**src/rtl/key_entry_assembler.sv**
```systemverilog
// Key entry assembler: collects two BCD digits over valid/ready, encodes each as
// excess-3, and presents the 8-bit key for a fixed hold window on ENTER.
module key_entry_assembler #(
    parameter int unsigned TIMEOUT_CYCLES = 1000,
    parameter int unsigned HOLD_CYCLES    = 4
) (
    input  logic       clk,
    input  logic       rst,
    input  logic       i_digit_valid,
    input  logic [3:0] i_digit,
    output logic       o_digit_ready,
    input  logic       i_enter,
    input  logic       i_clear,
    output logic [7:0] o_key,
    output logic       o_key_valid,
    output logic [1:0] o_entry_count,
    output logic       o_digit_err,
    output logic       o_timeout
);

    localparam int unsigned TW = (TIMEOUT_CYCLES > 1) ? $clog2(TIMEOUT_CYCLES) : 1;
    localparam int unsigned HW = (HOLD_CYCLES > 1) ? $clog2(HOLD_CYCLES) : 1;

    typedef enum logic [1:0] {StIdle, StOne, StTwo, StPresent} state_e;

    state_e          r_state, w_state_d;
    logic [3:0]      r_hi, w_hi_d;
    logic [3:0]      r_lo, w_lo_d;
    logic [TW-1:0]   r_timer, w_timer_d;
    logic [HW-1:0]   r_hold, w_hold_d;
    logic [7:0]      r_key, w_key_d;
    logic            r_key_valid, w_key_valid_d;
    logic [1:0]      r_entry_count, w_entry_count_d;
    logic            r_digit_err, w_digit_err_d;
    logic            r_timeout, w_timeout_d;

    logic            w_ready;
    logic            w_accept;
    logic            w_illegal;
    logic            w_expired;

    assign w_ready   = (r_state == StIdle) || (r_state == StOne);
    assign w_accept  = i_digit_valid && w_ready && (i_digit <= 4'd9);
    assign w_illegal = i_digit_valid && w_ready && (i_digit > 4'd9);
    assign w_expired = (r_timer == TW'(TIMEOUT_CYCLES - 1));

    // Next-state and registered-output decode; priority clear > enter > accept > timeout.
    always_comb begin
        w_state_d       = r_state;
        w_hi_d          = r_hi;
        w_lo_d          = r_lo;
        w_hold_d        = '0;
        w_digit_err_d   = 1'b0;
        w_timeout_d     = 1'b0;
        w_timer_d       = '0;
        w_key_d         = 8'h00;
        w_key_valid_d   = 1'b0;
        w_entry_count_d = 2'd0;

        if (r_state == StPresent) begin
            // Hold window ignores all keypad input.
            if (r_hold == HW'(HOLD_CYCLES - 1)) begin
                w_state_d = StIdle;
            end else begin
                w_hold_d = r_hold + HW'(1);
            end
        end else if (i_clear) begin
            w_state_d = StIdle;
        end else if (i_enter && (r_state == StTwo)) begin
            w_state_d = StPresent;
        end else if (w_accept) begin
            if (r_state == StIdle) begin
                w_state_d = StOne;
                w_hi_d    = i_digit + 4'd3;
            end else begin
                w_state_d = StTwo;
                w_lo_d    = i_digit + 4'd3;
            end
        end else if (i_enter) begin
            // Premature enter with fewer than two digits.
            w_digit_err_d = 1'b1;
            w_state_d     = StIdle;
        end else begin
            w_digit_err_d = w_illegal;
            if ((r_state != StIdle) && w_expired) begin
                w_state_d   = StIdle;
                w_timeout_d = 1'b1;
            end
        end

        if (w_state_d == StIdle) begin
            w_hi_d = 4'd0;
            w_lo_d = 4'd0;
        end

        // Timer runs only while digits are pending; any accept restarts it.
        if ((w_state_d == StOne) || (w_state_d == StTwo)) begin
            w_timer_d = w_accept ? '0 : r_timer + TW'(1);
        end

        if (w_state_d == StPresent) begin
            w_key_d       = {w_hi_d, w_lo_d};
            w_key_valid_d = 1'b1;
        end

        unique case (w_state_d)
            StIdle:    w_entry_count_d = 2'd0;
            StOne:     w_entry_count_d = 2'd1;
            StTwo:     w_entry_count_d = 2'd2;
            StPresent: w_entry_count_d = 2'd2;
            default:   w_entry_count_d = 2'd0;
        endcase
    end

    // State and registered outputs with asynchronous clear.
    always_ff @(posedge clk or posedge rst) begin
        if (rst) begin
            r_state       <= StIdle;
            r_hi          <= 4'd0;
            r_lo          <= 4'd0;
            r_timer       <= '0;
            r_hold        <= '0;
            r_key         <= 8'h00;
            r_key_valid   <= 1'b0;
            r_entry_count <= 2'd0;
            r_digit_err   <= 1'b0;
            r_timeout     <= 1'b0;
        end else begin
            r_state       <= w_state_d;
            r_hi          <= w_hi_d;
            r_lo          <= w_lo_d;
            r_timer       <= w_timer_d;
            r_hold        <= w_hold_d;
            r_key         <= w_key_d;
            r_key_valid   <= w_key_valid_d;
            r_entry_count <= w_entry_count_d;
            r_digit_err   <= w_digit_err_d;
            r_timeout     <= w_timeout_d;
        end
    end

    assign o_digit_ready = w_ready;
    assign o_key         = r_key;
    assign o_key_valid   = r_key_valid;
    assign o_entry_count = r_entry_count;
    assign o_digit_err   = r_digit_err;
    assign o_timeout     = r_timeout;

endmodule
```
**config.mk**
```make
export PLATFORM = sky130hd
export DESIGN_NAME = key_entry_assembler
export DESIGN_NICKNAME = d
export VERILOG_FILES = /design/src/rtl/key_entry_assembler.sv
export SDC_FILE = /design/constraint.sdc
export NUM_CORES = 1
export LEC_CHECK = 0
export CAP_MARGIN = 20
export CORE_ASPECT_RATIO = 1.4
export CORE_MARGIN = 4
export CORE_UTILIZATION = 45
export CTS_BUF_LIST = sky130_fd_sc_hd__clkbuf_4
export DETAILED_ROUTE_END_ITERATION = 7
export PLACE_DENSITY = 0.67
export SLEW_MARGIN = 20
export SYNTH_ARGS = -nofsm -noshare
export SYNTH_HDL_FRONTEND = slang
export SYNTH_SLANG_ARGS = --single-unit
```
**constraint.sdc**
```tcl
create_clock -name clk -period 2.6 [get_ports clk]
set_input_delay 0.26 -clock clk [delete_from_list [all_inputs] [get_ports clk]]
set_output_delay 0.26 -clock clk [all_outputs]
set_load 0.02 [all_outputs]
```
==> flow_summary.yaml, run 1 <==
status:
  status: "finished, final reports clean"
floorplan:
  die_h_um: 80.1
  core_area_um2: 3470
  io_pins: 23
  rows: 25
  die_w_um: 59.5
  start_util_pct: 48.1
  dieArea_um2: 4760
clock_network:
  cts_setup_buffers: 0
  clock_sinks: 35
  cts_hold_buf: 0
  cts_buffers: 5
  path_clk_slew_ps: 100
  htreeDepth: 2
  clk_latency_ps: 330
  cts_tree: "built"
  cts-resized-gates: 0
  root_buffer: "clkbuf_4"
  cts.path.max_buffers: 2
routing:
  viasPerCell: 5.16
  drtPass1Iterations: 4
  routed_wirelength_um: 3140
  route.detailed.drc: 0
  vias: 1171
  dr.first_iter.drc_count: 25
  wl_per_cell_um: 13.8
  ant_nets: 0
sta:
  fin_crit_ps: 2310
  final-setup-viol-count: 0
  min_period_over_period_pct: 88.7
  finalMaxSlewViolations: 0
  max_freq_mhz: 434
  hold_violations: 0
  fin_setup_tns_ps: 0
  finClkSkew_ps: 13.0
  worstMarginPinSlew_ps: 533
  grt_setup_unrepaired: "no"
  layout_setup_ws_ps: 294
  relSlewSlack_pct: 64.5
logic_synthesis:
  post_synth_main_area_contributors: "dfrtp_1 (52%), mux2i_1 (4.8%), xnor2_1 (4.7%), ha_1 (4.5%), nor2_1 (4.0%)"
  synth.most_common_cell: "dfrtp_1"
  synthCells: 153
  synth_cell_type_count: 36
  synth_edf_count: 0
  yosysTopAreaCellShare_pct: 52.4
  synth_nets: 168
  synth_top_family_by_area: "simple AND/OR/NAND/NOR gates"
  ys_ff_latch: 35
  synth_top_area_cell: "dfrtp_1"
  synthMuxAreaShare_pct: 4.79
  synthTopCellsByCount: "dfrtp_1 (35), nor2_1 (18), inv_1 (12), a21oi_1 (10), xnor2_1 (9)"
  synth_adder_area_share_pct: 4.49
  synth_xor_area_share_pct: 5.77
  synth.avg_cell_area_um2: 10.9
  synthSimpleGateAreaFrac_pct: 14.8
  synth_ff_type: "dfrtp_1"
  synth_warnings: 0
  synth-compound-area-share_pct: 13.0
  ys_async_sr_fraction_pct: 100
  ys_seq_area_share_pct: 52.4
  syn_area_um2: 1670
critical_path:
  cp.arrival_ps: 2560
  cp-end-kind: "flop"
  cp.required_ps: 2860
  criticalPathCategory: "reg2reg"
  path_max_fanout: 10
  startpoint_type: "flop"
run:
  cap_violations: 0
finish:
  insertedDiodeCount: 0
  area_delta_synth_final_pct: 23.1
  drive_gt1_share_pct: 11.8
  layout.nets: 202
power:
  p_per_area_nw_per_um2: 482
  p_leak_uw: 0.000887
  ir_drop_uv: 426
worst_hold_path:
  hold_path_class: "in2async"
global_route:
  grt_max_degree: 36
  track_usage_pct: 15.4
  grt_pass1_vias: 1170
  antenna_found_initial: 0
  grt_overflow: 0
  grt_pass1_wl_um: 5430
place:
  dp_slack_ps: 34.2
  io_buffers: 22
  place_hpwl_um: 2370
  place_congestion: 0.807
[layout make-up]
class,count,area [um2]
multi-input cells,99,717
well taps,40,50.0
fillers,309,1420
repair buffers,34,323
flip-flops and latches,35,876
clock inverters,2,8.76
clock buffers,5,37.5
inverters,12,45.0
[through the flow]
stage / cell area, um2 / util (%) / total power, uW / hold slack, ps / std cells
after floorplan: 1670 / - / 671 / 330 / 153
after global placement: 2010 / 57.9 / 738 / 417 / 220
after detailed placement: 2010 / 57.9 / 741 / 427 / 220
after CTS: 2060 / 59.2 / 1000 / 315 / 227
after global routing: 2060 / 59.2 / 1050 / 329 / 227
final: 2060 / 59.2 / 991 / 308 / 227
[state kept, by name (all words and copies together) (netlist names)]
signal	flops
o_entry_count	2
r_hold	2
o_key	8
r_hi	4
r_timer	10
o_key_valid	1
r_lo	4
o_timeout	1
r_state	2
o_digit_err	1
[layout by cell type, fill, tap and decap left out, types with 2 or more instances in the layout]
cell / instances
mux2i_1: 8
nor2_1: 18
clkdlybuf4s50_1: 22
nand4_1: 2
nor3_1: 2
nand2_1: 6
ha_1: 6
nor4_1: 2
xor2_1: 2
a21oi_1: 10
inv_1: 12
a211oi_1: 8
clkbuf_4: 5
and2_1: 2
nand3_1: 4
xnor2_1: 9
dfrtp_1: 35
a2111oi_4: 2
nand2b_1: 3
buf_4: 11
[worst paths after layout]
check | slack, ps | depth (start not counted) | startpoint | endpoint
hold / removal | 310 | 3 | rst | r_hold[0]
setup reg to reg | 290 | 8 | r_timer[6] | r_timer[9]
max in group asynchronous | 1980 | 3 | rst | r_hi[2]
setup / recovery | 290 | 8 | r_timer[6] | r_timer[9]
hold reg to reg | 440 | 1 | r_hold[0] | r_hold[0]
min in group clk | 440 | 1 | r_hold[0] | r_hold[0]
[power breakdown]
part | leakage (uW) | total [uW] | internal [uW] | switching (uW)
clock network | 0.0000285 | 263 | 95.7 | 167
logic | 0.000373 | 158 | 73.9 | 84.5
registers | 0.000486 | 570 | 556 | 14.3
[layer usage]
layer | track usage [%] | vias up | part of all wire (%)
li1 | - | 592 | -
met1 | 17.0 | 548 | 41
met2 | 26.4 | 25 | 52
met3 | 4.34 | 6 | 5.4
met4 | 7.54 | 0 | 2.0
met5 | 0 | - | 0
[critical path, stage by stage (launching register included)]
cell and delay, ps:
dfrtp_1 440, nand4_1 170, or4b_1 590, a311oi_2 310, inv_1 100, ha_1 280, nand2b_1 90, buf_12 150
nor2_1 100
[kinds of logic (layout without fill, tap and decap cells)]
| group | Yosys count | in the layout |
|---|---|---|
| flops | 35 | 35 |
| mux | 8 | 8 |
| simple gates | 48 | 48 |
| xor+xnor | 11 | 11 |
| fa+ha+maj | 6 | 6 |
| buf+inv | 19 | 53 |
| compound gates | 26 | 26 |
(Power assumes the default switching activity.)
==> run 2: changes to the inputs <==
--- a/config.mk
+++ b/config.mk
@@ -5,12 +5,13 @@
 export SDC_FILE = /design/constraint.sdc
 export NUM_CORES = 1
 export LEC_CHECK = 0
-export CAP_MARGIN = 20
+export CAP_MARGIN = 40
 export CORE_ASPECT_RATIO = 1.4
 export CORE_MARGIN = 4
 export CORE_UTILIZATION = 45
 export CTS_BUF_LIST = sky130_fd_sc_hd__clkbuf_4
 export DETAILED_ROUTE_END_ITERATION = 7
+export GPL_TIMING_DRIVEN = 0
 export PLACE_DENSITY = 0.67
 export SLEW_MARGIN = 20
 export SYNTH_ARGS = -nofsm -noshare
==> flow_summary.yaml, run 2 (synthesized netlist as in run 1, its figures left out) <==
routing:
  wl_met3_um: 163
  dr.first_iter.drc_count: 12
  vias: 1207
  routed_wirelength_um: 3300
  ant_nets: 0
  drtPass1Iterations: 4
  wl_per_cell_um: 14.7
  highest_layer: "met4"
  viasPerCell: 5.39
  route.detailed.drc: 0
  wl_met1_um: 1290
  wl_met2_um: 1790
finish:
  regMostFlops: "r_timer"
  fin_util_pct: 58.6
  drive_gt1_share_pct: 12.0
  final_cell_mix: "dfrtp_1 (35), clkdlybuf4s50_1 (22), nor2_1 (18)"
  area_delta_synth_final_pct: 21.8
  largest_reg_flops: 10
  stdcell_count: 224
  layout.nets: 198
  insertedDiodeCount: 0
  layout_commonest_cell: "dfrtp_1"
floorplan:
  rows: 25
  core_area_um2: 3470
  die_w_um: 59.5
  dieArea_um2: 4760
  start_util_pct: 48.1
  io_pins: 23
  die_h_um: 80.1
sta:
  fin_hold_ws_ps: 343
  finClkSkew_ps: 12.1
  worstMarginPinSlew_ps: 707
  relSlewSlack_pct: 52.8
  max_freq_mhz: 414
  min_period_over_period_pct: 92.8
  finalMaxSlewViolations: 0
  grt_setup_unrepaired: "no"
  final-setup-viol-count: 0
  hold_violations: 0
  fin_crit_ps: 2410
power:
  p_per_area_nw_per_um2: 494
  p_leak_uw: 0.000853
  ir_drop_uv: 292
critical_path:
  path_max_fanout: 10
  criticalPathCategory: "reg2reg"
  cp.arrival_ps: 2630
  startpoint_type: "flop"
  cp.required_ps: 2820
  cp-end-kind: "flop"
clock_network:
  path_clk_slew_ps: 110
  cts.path.max_buffers: 2
  clk_latency_ps: 340
  cts_tree: "built"
  root_buffer: "clkbuf_4"
  clock_sinks: 35
  cts_buffers: 5
  htreeDepth: 2
  cts_hold_buf: 0
place:
  place_congestion: 0.749
  io_buffers: 22
  dp_cells: 215
  place_hpwl_um: 2400
worst_hold_path:
  hold_path_class: "in2async"
global_route:
  grt_pass1_wl_um: 5740
  grt_pass1_vias: 1272
  track_usage_pct: 16.5
  grt_overflow: 0
  grt_max_degree: 36
  antenna_found_initial: 0
status:
  status: "finished, final reports clean"
run:
  cap_violations: 0
-- run 2: layout make-up --
class,instances,area (um2)
well taps,40,50.0
clock buffers,6,45.0
fillers,303,1440
plain buffers,6,32.5
inverters,12,45.0
flip-flops and latches,35,876
clock inverters,2,7.51
multi-input cells,99,743
repair buffers,24,235
-- run 2: stage by stage --
stage,TNS (ps),cell area [um2],setup slack [ps],total power [uW]
after global placement,-11080,1940,-743,720
after detailed placement,-12300,1940,-814,723
final,0,2030,187,1000
after CTS,0,2000,16.3,1010
after floorplan,0,1670,173,671
after global routing,0,2030,31.8,1060
-- run 2: critical path: stages, from the launching register on --
cell and delay, ps:
dfrtp_1 440, nand4_1 180, or4b_1 580, a311oi_2 310, buf_4 180, inv_1 50, ha_1 280, nand2b_2 190
nor2_1 80
-- run 2: worst paths after layout --
check / start / end / slack (ps) / cells after the start
setup reg to reg: r_timer[5] / r_timer[5] / 190 / 8
setup / recovery: r_timer[5] / r_timer[5] / 190 / 8
min in group clk: r_hold[0] / r_hold[0] / 440 / 1
hold / removal: rst / o_entry_count[1] / 340 / 2
max in group asynchronous: rst / r_timer[0] / 1800 / 2
hold reg to reg: r_hold[0] / r_hold[0] / 440 / 1
-- run 2: timing repair --
item | CTS | global route
gates resized for setup | 3 | 6
setup buffers | 0 | 2
pin swaps | 1 | 1
endpoints found under the setup margin | 18 | 18
-- run 2: where the power goes --
part	internal, uW	switching [uW]	total [uW]
Sequential	556	8.50	565
Clock	111	175	285
Combinational	62.4	92.6	155
-- run 2: metal layers --
layer  global-route usage (%)  vias to the layer above
li1                         -                      585
met1                     16.5                      588
met2                     28.8                       29
met3                     4.98                        5
met4                     10.2                        0
met5                        0                        -
==> run 3: changes to the inputs <==
--- a/config.mk
+++ b/config.mk
@@ -10,6 +10,7 @@
 export CORE_MARGIN = 4
 export CORE_UTILIZATION = 45
 export CTS_BUF_LIST = sky130_fd_sc_hd__clkbuf_4
+export CTS_CLUSTER_SIZE = 16
 export DETAILED_ROUTE_END_ITERATION = 7
 export GPL_TIMING_DRIVEN = 0
 export PLACE_DENSITY = 0.67
==> results of run 3 <==
No change in the layout: final DEF, timing and power equal those of run 2.
